--- src/rtl/lcd_nibble_writer_if.sv ---
// Byte write port between the ALU and the character-LCD nibble writer.
`timescale 1ns/1ps
interface lcd_nibble_writer_if;
  logic       iWrite;
  logic [7:0] iData;
  logic       iRS;
  logic       oReady;

  modport master (
    output iWrite,
    output iData,
    output iRS,
    input  oReady
  );

  modport slave (
    input  iWrite,
    input  iData,
    input  iRS,
    output oReady
  );
endinterface

--- src/rtl/lcd_nibble_writer.sv ---
// 4-bit character LCD writer: power-up init, config bytes, then
// one byte per handshake sent as two E-strobed nibbles.
`timescale 1ns/1ps
module lcd_nibble_writer #(
  parameter int P_POWERUP = 750000,
  parameter int P_INIT1   = 205000,
  parameter int P_INIT2   = 5000,
  parameter int P_SHORT   = 2000,
  parameter int P_CLEAR   = 82000,
  parameter int P_NIBGAP  = 50,
  parameter int P_SETUP   = 2,
  parameter int P_EN      = 12,
  parameter int CNT_W     = 20
) (
  input  logic                Clock,
  input  logic                Reset,
  lcd_nibble_writer_if.slave  bus,
  output logic                oLCD_Enabled,
  output logic                oLCD_RegisterSelect,
  output logic                oLCD_StrataFlashControl,
  output logic                oLCD_ReadWrite,
  output logic [3:0]          oLCD_Data
);

  typedef logic [CNT_W-1:0] cnt_t;

  localparam cnt_t C_PWR   = CNT_W'(P_POWERUP - 1);
  localparam cnt_t C_INIT1 = CNT_W'(P_INIT1 - 1);
  localparam cnt_t C_INIT2 = CNT_W'(P_INIT2 - 1);
  localparam cnt_t C_SHORT = CNT_W'(P_SHORT - 1);
  localparam cnt_t C_CLEAR = CNT_W'(P_CLEAR - 1);
  localparam cnt_t C_GAP   = CNT_W'(P_NIBGAP - 1);
  localparam cnt_t C_SET   = CNT_W'(P_SETUP - 1);
  localparam cnt_t C_EN    = CNT_W'(P_EN - 1);

  typedef enum logic [2:0] {
    S_PWR, S_INIT, S_INITW, S_IDLE,
    S_HI, S_GAP, S_LO, S_WAIT
  } state_t;

  typedef enum logic [1:0] {
    PH_LD, PH_SET, PH_EN, PH_HLD
  } ph_t;

  state_t     state_q;
  ph_t        ph_q;
  cnt_t       cnt_q;
  logic [3:0] step_q;
  logic [7:0] byte_q;
  logic       rs_q;
  logic       ready_q;
  logic       en_q;
  logic       rso_q;
  logic [3:0] dat_q;

  logic       cnt_z;
  logic [3:0] ld_nib;
  logic       ld_rs;
  logic [7:0] cfg_byte;
  cnt_t       init_wait;
  cnt_t       byte_wait;

  always_comb begin
    cnt_z  = (cnt_q == '0);
    ld_nib = byte_q[7:4];
    ld_rs  = rs_q;
    if (state_q == S_INIT) begin
      ld_nib = (step_q == 4'd3) ? 4'h2 : 4'h3;
      ld_rs  = 1'b0;
    end
    unique case (step_q[1:0])
      2'd0:    cfg_byte = 8'h28;
      2'd1:    cfg_byte = 8'h06;
      2'd2:    cfg_byte = 8'h0C;
      default: cfg_byte = 8'h01;
    endcase
    unique case (step_q[1:0])
      2'd0:    init_wait = C_INIT1;
      2'd1:    init_wait = C_INIT2;
      default: init_wait = C_SHORT;
    endcase
    // clear and home are the slow commands
    if (!rs_q && (byte_q == 8'h01 || byte_q == 8'h02))
      byte_wait = C_CLEAR;
    else
      byte_wait = C_SHORT;
  end

  always_ff @(posedge Clock or posedge Reset) begin
    if (Reset) begin
      state_q <= S_PWR;
      ph_q    <= PH_LD;
      cnt_q   <= '0;
      step_q  <= '0;
      byte_q  <= '0;
      rs_q    <= 1'b0;
      ready_q <= 1'b0;
      en_q    <= 1'b0;
      rso_q   <= 1'b0;
      dat_q   <= '0;
    end else begin
      unique case (state_q)
        // counts up from the cleared reset value
        S_PWR: begin
          if (cnt_q == C_PWR) begin
            cnt_q   <= '0;
            state_q <= S_INIT;
            ph_q    <= PH_LD;
          end else begin
            cnt_q <= cnt_q + CNT_W'(1);
          end
        end
        S_INIT, S_HI, S_LO: begin
          unique case (ph_q)
            PH_LD: begin
              dat_q <= ld_nib;
              rso_q <= ld_rs;
              ph_q  <= PH_SET;
              cnt_q <= C_SET;
            end
            PH_SET: begin
              if (cnt_z) begin
                en_q  <= 1'b1;
                ph_q  <= PH_EN;
                cnt_q <= C_EN;
              end else begin
                cnt_q <= cnt_q - CNT_W'(1);
              end
            end
            PH_EN: begin
              if (cnt_z) begin
                en_q  <= 1'b0;
                ph_q  <= PH_HLD;
                cnt_q <= C_SET;
              end else begin
                cnt_q <= cnt_q - CNT_W'(1);
              end
            end
            default: begin
              if (cnt_z) begin
                unique case (state_q)
                  S_INIT: begin
                    state_q <= S_INITW;
                    cnt_q   <= init_wait;
                  end
                  S_HI: begin
                    state_q <= S_GAP;
                    cnt_q   <= C_GAP;
                  end
                  default: begin
                    state_q <= S_WAIT;
                    cnt_q   <= byte_wait;
                  end
                endcase
              end else begin
                cnt_q <= cnt_q - CNT_W'(1);
              end
            end
          endcase
        end
        S_INITW: begin
          if (cnt_z) begin
            step_q <= step_q + 4'd1;
            if (step_q == 4'd3) begin
              state_q <= S_IDLE;
            end else begin
              state_q <= S_INIT;
              ph_q    <= PH_LD;
            end
          end else begin
            cnt_q <= cnt_q - CNT_W'(1);
          end
        end
        S_IDLE: begin
          if (step_q < 4'd8) begin
            byte_q  <= cfg_byte;
            rs_q    <= 1'b0;
            step_q  <= step_q + 4'd1;
            state_q <= S_HI;
            ph_q    <= PH_LD;
          end else if (bus.iWrite && ready_q) begin
            byte_q  <= bus.iData;
            rs_q    <= bus.iRS;
            ready_q <= 1'b0;
            state_q <= S_HI;
            ph_q    <= PH_LD;
          end
        end
        // lower nibble goes out directly so the gap is exact
        S_GAP: begin
          if (cnt_z) begin
            dat_q   <= byte_q[3:0];
            state_q <= S_LO;
            ph_q    <= PH_SET;
            cnt_q   <= C_SET;
          end else begin
            cnt_q <= cnt_q - CNT_W'(1);
          end
        end
        default: begin
          if (cnt_z) begin
            state_q <= S_IDLE;
            ready_q <= (step_q == 4'd8);
          end else begin
            cnt_q <= cnt_q - CNT_W'(1);
          end
        end
      endcase
    end
  end

  assign bus.oReady              = ready_q;
  assign oLCD_Enabled            = en_q;
  assign oLCD_RegisterSelect     = rso_q;
  assign oLCD_Data               = dat_q;
  assign oLCD_StrataFlashControl = 1'b1;
  assign oLCD_ReadWrite          = 1'b0;

endmodule

--- src/flat_wrapper.sv ---
// flat-port wrapper written by rule: the top's interface ports become plain ports
module lcd_nibble_writer_flat 
#(
  parameter int P_POWERUP = 750000,
  parameter int P_INIT1   = 205000,
  parameter int P_INIT2   = 5000,
  parameter int P_SHORT   = 2000,
  parameter int P_CLEAR   = 82000,
  parameter int P_NIBGAP  = 50,
  parameter int P_SETUP   = 2,
  parameter int P_EN      = 12,
  parameter int CNT_W     = 20
)
  (Clock, Reset, oLCD_Enabled, oLCD_RegisterSelect, oLCD_StrataFlashControl, oLCD_ReadWrite, oLCD_Data, bus_iWrite, bus_iData, bus_iRS, bus_oReady);
  lcd_nibble_writer_if bus_i ();
  input  logic Clock;
  input  logic Reset;
  output logic oLCD_Enabled;
  output logic oLCD_RegisterSelect;
  output logic oLCD_StrataFlashControl;
  output logic oLCD_ReadWrite;
  output logic [3:0] oLCD_Data;
  input wire logic [$bits(bus_i.iWrite)-1:0] bus_iWrite;
  input wire logic [$bits(bus_i.iData)-1:0] bus_iData;
  input wire logic [$bits(bus_i.iRS)-1:0] bus_iRS;
  output wire logic [$bits(bus_i.oReady)-1:0] bus_oReady;
  assign bus_i.iWrite = bus_iWrite;
  assign bus_i.iData = bus_iData;
  assign bus_i.iRS = bus_iRS;
  assign bus_oReady = bus_i.oReady;
  lcd_nibble_writer #(.P_POWERUP(P_POWERUP), .P_INIT1(P_INIT1), .P_INIT2(P_INIT2), .P_SHORT(P_SHORT), .P_CLEAR(P_CLEAR), .P_NIBGAP(P_NIBGAP), .P_SETUP(P_SETUP), .P_EN(P_EN), .CNT_W(CNT_W)) u_core (.Clock(Clock), .Reset(Reset), .bus(bus_i), .oLCD_Enabled(oLCD_Enabled), .oLCD_RegisterSelect(oLCD_RegisterSelect), .oLCD_StrataFlashControl(oLCD_StrataFlashControl), .oLCD_ReadWrite(oLCD_ReadWrite), .oLCD_Data(oLCD_Data));
endmodule
--- config.mk ---
export PLATFORM = sky130hd
export DESIGN_NAME = lcd_nibble_writer_flat
export DESIGN_NICKNAME = d
export VERILOG_FILES = /design/src/rtl/lcd_nibble_writer_if.sv /design/src/rtl/lcd_nibble_writer.sv /design/src/flat_wrapper.sv
export SDC_FILE = /design/constraint.sdc
export NUM_CORES = 1
export LEC_CHECK = 0
export BUFFER_PORTS_ARGS = -buffer_cell sky130_fd_sc_hd__buf_4
export CORE_ASPECT_RATIO = 0.7
export CORE_MARGIN = 2
export CORE_UTILIZATION = 56
export CTS_CLUSTER_SIZE = 24
export DETAILED_ROUTE_END_ITERATION = 8
export HOLD_SLACK_MARGIN = 0.03
export PLACE_DENSITY = 0.75
export SETUP_SLACK_MARGIN = 0.02
export SLEW_MARGIN = 30
export SYNTH_ARGS = -nofsm -noshare
export SYNTH_HDL_FRONTEND = slang
export SYNTH_SLANG_ARGS = --single-unit
export TNS_END_PERCENT = 20
--- constraint.sdc ---
create_clock -name Clock -period 2.4 [get_ports Clock]
set_input_delay 0.36 -clock Clock [delete_from_list [all_inputs] [get_ports Clock]]
set_output_delay 0.36 -clock Clock [all_outputs]
set_load 0.05 [all_outputs]
### Word-level counts from Yosys, hierarchy flattened

Index checks and enable logic that the tools add are counted.

* register bits after elaboration: 45
* bits of input ports: 12
* word-level logic and storage cells: 127

* add/subtract/negate cells: 3
* magnitude comparators: 1
* equal/unequal tests: 32
* muxes and demuxes: 52
* bitwise logic cells: 2
* reductions and logical operators: 27

Operators with widths (count)
* 2-to-1 mux 20 bit: 5
* one-hot mux 20 bit (4 select lines): 1
* one-hot mux 18 bit (2 select lines): 2
* one-hot mux 20 bit (3 select lines): 1
* 2-to-1 mux 3 bit: 8
* adder 20 x 1 -> 20 bit (second input constant): 1
* equality test 20 bit (second input constant): 1
* zero test 20 bit: 1
* 2-to-1 mux 4 bit: 5
* subtractor 20 x 1 -> 20 bit (second input constant): 1
* 2-to-1 mux 2 bit: 9
* one-hot mux 6 bit (3 select lines): 1
* 2-to-1 mux 17 bit: 1
* 2-to-1 mux 8 bit: 2
* != test 2 x 1 -> 1 bit (second input constant): 8
* one-hot mux 4 bit (2 select lines): 2
* one-hot mux 3 bit (5 select lines): 1
* one-hot mux 2 bit (5 select lines): 1
* nonzero test 2 bit: 5
* equality test 3 bit (second input constant): 3
* 2-to-1 mux 1 bit: 9
* AND reduction 9 bit: 1
* equality test 8 x 1 -> 1 bit (second input constant): 1
* equality test 8 x 2 -> 1 bit (second input constant): 1
* 29 further kinds: 46

### Logic depth before layout (Yosys ltp)

* depth in word-level cells: 8
* depth in mapped cells: 12

### Worst setup path after synthesis

Ideal clock, no wire load.

* path kind: flip-flop to flip-flop
* start point: register u_core.cnt_q[0]
* end point: register u_core.cnt_q[10]
* setup time: 124 ps
* arrival time: 2160 ps
* required time: 2276 ps
* path slack: 116 ps
* cell stages (with the launch flop): 13
* buffers on the path: 3
* clock period less this slack: 2284 ps
* cell sequence: dfrtp_1 -> clkbuf_1 -> inv_1 -> ha_1 -> nor3b_1 -> nand3_1 -> or2_1 -> buf_6 -> a21o_1 -> buf_6 -> nand2_1 -> nand2_1 -> a211o_1

* word-level cells in the longest chain between the ends: 4
* elaborated cells between the ends (all ways): 13
* classes of those cells: 2 x add/sub; 2 x eq/ne; 7 x mux; 2 x reduce/logical

Ends and longest elaborated chain
* start: declaration: RTL line lcd_nibble_writer.sv:47 `cnt_t cnt_q;`
* start signal: assignment: RTL line lcd_nibble_writer.sv:110 `cnt_q <= cnt_q + CNT_W'(1);`
* start signal: assignment: RTL line lcd_nibble_writer.sv:127 `cnt_q <= cnt_q - CNT_W'(1);`
* start signal: assignment: RTL line lcd_nibble_writer.sv:136 `cnt_q <= cnt_q - CNT_W'(1);`
* subtractor 20 x 1 -> 20 bit / zero test 20 bit (equally long branches)
* 2-to-1 mux 20 bit (on tied branches)
* one-hot mux 20 bit (3 select lines): RTL line lcd_nibble_writer.sv:114 `unique case (ph_q)`
* one-hot mux 20 bit (4 select lines): RTL line lcd_nibble_writer.sv:102 `unique case (state_q)`

Several ways; a longest one is shown, not always the timed one. The select of a mux whose other input is x is not followed.
A chain may end at the register's enable or synchronous reset.

### Worst setup path in the final report

* start point: register u_core.ph_q[0]
* end point: register u_core.cnt_q[12]

* word-level cells in the longest chain between the ends: 3
* elaborated cells between the ends (all ways): 5
* classes of those cells: 2 x eq/ne; 2 x mux; 1 x reduce/logical

Ends and longest elaborated chain
* start: declaration: RTL line lcd_nibble_writer.sv:46 `ph_t ph_q;`
* start signal: assignment: RTL line lcd_nibble_writer.sv:92 `ph_q <= PH_LD;`
* start signal: assignment: RTL line lcd_nibble_writer.sv:108 `ph_q <= PH_LD;`
* start signal: assignment: RTL line lcd_nibble_writer.sv:118 `ph_q <= PH_SET;`
* equality test 2 bit (tied with other cells): RTL line lcd_nibble_writer.sv:114
* one-hot mux 20 bit (3 select lines) *: RTL line lcd_nibble_writer.sv:114
* one-hot mux 20 bit (4 select lines) *: RTL line lcd_nibble_writer.sv:102

Mark *: on every way between the ends. The rest lies on a longest branch, timed or not.

==> summary.md <==
| Metric | Value |
|---|---|
| Pre-CTS WS | -0.0551 ns |
| Vias in the first global route | 3,253 |
| Number of antenna violations at the first check in global routing | 0 |
| Skew final | 0.0147 ns |
| Worst EP arrival | 2.52 ns |
| Area Growth Syn to Fin | 16.6% |
| Max Cap Violations | 0 |
| Mapped cell area | 3540 sq um |
| Num CTS Buffers | 5 |
| Non-filler cells, final | 574 |
| First-pass GRT wire length | 17.0 mm |
| Slew headroom | 58.8% |
| Placed inst area | 3980 sq um |
| Drt first pass iters | 5 |
| Crit path time final | 2.32 ns |
| GR Util met3 | 7.41% |
| Dominant cell type by area after synthesis | dfrtp_1 |
| Met2 usage | 41.7% |
| Post-synth EDFFs | 0 |
| Status | completed |
| Clock Pin Slew Worst Setup and Hold Paths | 0.10 ns |
| Synthesized Nets | 478 |
| R2R depth | 8 |
| Hold Fails Final Rpt | 0 |
| Worst setup margin | 0.0847 ns |
| Unrepaired setup endpoints after global routing | false |
| Crit Path Category | register to register |
| Fmax | 0.432 GHz |
| Synth area leaders | dfrtp_1, nand2_1, a21oi_1, ha_1, nor2_1 |
| Core Footprint | 6190 sq um |
| 1st-iter DRT viols | 598 |
| Req. time, crit path | 2.61 ns |
| Most Crowded Layer GR | met1 |
| Largest net degree at the start of global routing | 46 |
| Slowest CP cell | dfrtp_1 |
| Worst setup SP type | register |
| Buf+Inv Stages, Crit Path | 1 |
| Ys flop type | dfrtp_1 |
| CTS Root Cell | clkbuf_8 |
| Pleak | 1.73 nW |
| Via count | 3,754 |
| Via density | 6.54 |
| Clock buffer depth | 2 |
| Die area | 6990 sq um |
| Placed insts | 565 |
| Layout cell share with drive strength beyond 1 | 19.0% |
| Tcrit/Tclk final | 96.5% |
| Cell Pwr Density | 317 nW/um^2 |
| Most frequent cells in the layout | buf_4, nand2_1, dfrtp_1, a21oi_1, nor2_1 |
| CTS tree | yes |
| Number of synthesis warnings | 0 |
| Routability cong. | 1.04 |
| Ant diodes | 0 |
| Slew @ Worst Pin | 0.618 ns |
| VDD IR max | 0.181 mV |
| Starting density of the core | 57.3% |
| Die height | 70.6 microns |
| Crit Path Max Fanout | 12 |
| Crit. path cell count | 8 |
| Std-Cell Rows | 24 |
| Slew Viols, Final | 0 |
| # IOs | 21 |
| R2r startpoint | u_core.ph_q[0] |
| CP startpoint | u_core.ph_q[0] |
| Overflow after GRT | 0 |
| Crit path capture type | register |
| Worst path cell trace | inv_1 -> ha_1 -> nor4_1 -> o22ai_2 -> a21o_4 -> a221o_1 -> nand2_1 -> o21ai_1 |
| CP delay by family, top | compound AO/OA/AOI/OAI gates |
| Skew-Pair Late Insertion Delay | 0.31 ns |
| Total track usage | 30.6% |
| Hold_ws | 0.194 ns |
| Synth top area share | 31.8% |
| Sinks on Clock Net | 45 |
| Hold Crit Class | input port to async pin |
| Wirelength per Cell | 18.6 microns |
| Synth async-reset ratio | 100% |
| Synthesized area per cell | 7.84 sq um |
| DRC Markers | 0 |
| Most common cell after layout, fill and taps aside | buf_4 |
| Final instance area | 4130 sq um |
| Post-Syn Instances | 452 |
| HPWL after DPL | 7.89 mm |
| Final setup fails | 0 |
| Slowest stage delay, CP | 0.45 ns |
| Final #Nets | 521 |
| Pwr Total | 1.31 mW |
| Sequential share of the synthesized area | 31.8% |
| H-tree depth | 2 |
| Post-DRT Antenna Nets | 0 |
| Die extent in x | 99.1 microns |
| Yosys reg bits | 45 |
| Post-synthesis cell type count | 63 |
| Total wire length | 10.7 mm |
| Input/output buffers | 18 |
| Met1 Usage GRT | 49.3% |
-- registers in the layout, summed over array words and instances, names as in the netlist --
| register | count |
|---|---|
| u_core.cnt_q | 20 |
| u_core.byte_q | 8 |
| u_core.oLCD_Data | 4 |
| u_core.step_q | 4 |
| u_core.state_q | 3 |
| u_core.ph_q | 2 |
| u_core.bus.oReady | 1 |
| u_core.oLCD_Enabled | 1 |
| u_core.oLCD_RegisterSelect | 1 |
| u_core.rs_q | 1 |
-- area by class of cell --
cell class,instances,area [sq um]
Clock inverter,3,25.0
Tap cell,78,97.6
Inverter,13,48.8
Sequential cell,45,1130
Fill cell,517,2050
Multi-Input combinational cell,360,2230
Timing Repair Buffer,70,538
Clock buffer,5,68.8
-- path summary, 6_finish.rpt --
check | endpoint | slack (ns)
max in group asynchronous | u_core.ph_q[0] | 1.79
setup / recovery | u_core.cnt_q[12] | 0.08
min in group Clock | u_core.byte_q[6] | 0.26
hold reg to reg | u_core.oLCD_Enabled | 0.51
hold / removal | u_core.cnt_q[12] | 0.19
setup reg to reg | u_core.cnt_q[12] | 0.08
-- stage by stage --
step           utilization (%)  TNS (ns)
2_1_floorplan                -         0
3_3_place_gp              64.3         0
3_5_place_dp              64.3    -0.112
4_1_cts                   66.0         0
5_1_grt                   66.8         0
6_report                  66.8         0
-- synthesized netlist by cell type, drive strengths merged, types with 4 or more instances --
cell / n
o221ai: 5
nand2b: 5
and3: 7
xnor2: 9
inv: 12
a22oi: 5
nor4: 11
nand4: 9
ha: 14
buf: 18
mux2i: 5
nor2: 39
xor2: 5
o22ai: 5
o31ai: 7
nor3: 17
nand3: 16
clkbuf: 16
o211ai: 4
a22o: 8
a31oi: 8
and2: 5
nand2: 51
a21oi: 40
dfrtp: 45
o21ai: 45
or3: 6
-- what timing repair did --
action / CTS / global route
hold buffers: 0 / 0
resized for setup: 3 / 7
pin swaps: 0 / 1
endpoints found under the setup margin: 9 / 15
gates cloned: 0 / 0
setup buffers: 0 / 1
-- cell families after synthesis --
group | Yosys count | synth area share (%)
flops | 45 | 31.8
compound gates | 146 | 25.9
simple gates | 178 | 25.5
mux | 6 | 1.73
xor+xnor | 14 | 3.46
buf+inv | 47 | 6.43
other cells | 2 | 0.212
fa+ha+maj | 14 | 4.94
-- worst register-to-register path: cells and delay by family (launching register included) --
| family | cells | cell delay (ns) |
|---|---|---|
| adder cells (fa/ha/maj) | 1 | 0.27 |
| AO/OA/AOI/OAI | 4 | 0.95 |
| AND/OR/NAND/NOR | 2 | 0.45 |
| flip-flops | 1 | 0.45 |
| buffers and inverters | 1 | 0.10 |
-- routing by layer --
layer  part of all wire [%]  vias up
met5                   0.21        -
met4                    1.4        2
met3                     11       25
met2                     40      241
met1                     47     1754
li1                       -     1732
-- power breakdown --
part           leakage (nW)  switching (mW)  internal (mW)
clock network        0.0447           0.301          0.211
registers             0.551               0          0.758
logic                  1.14          0.0260         0.0127
total                  1.73           0.327          0.981
Power figures use the tool's default switching activity.
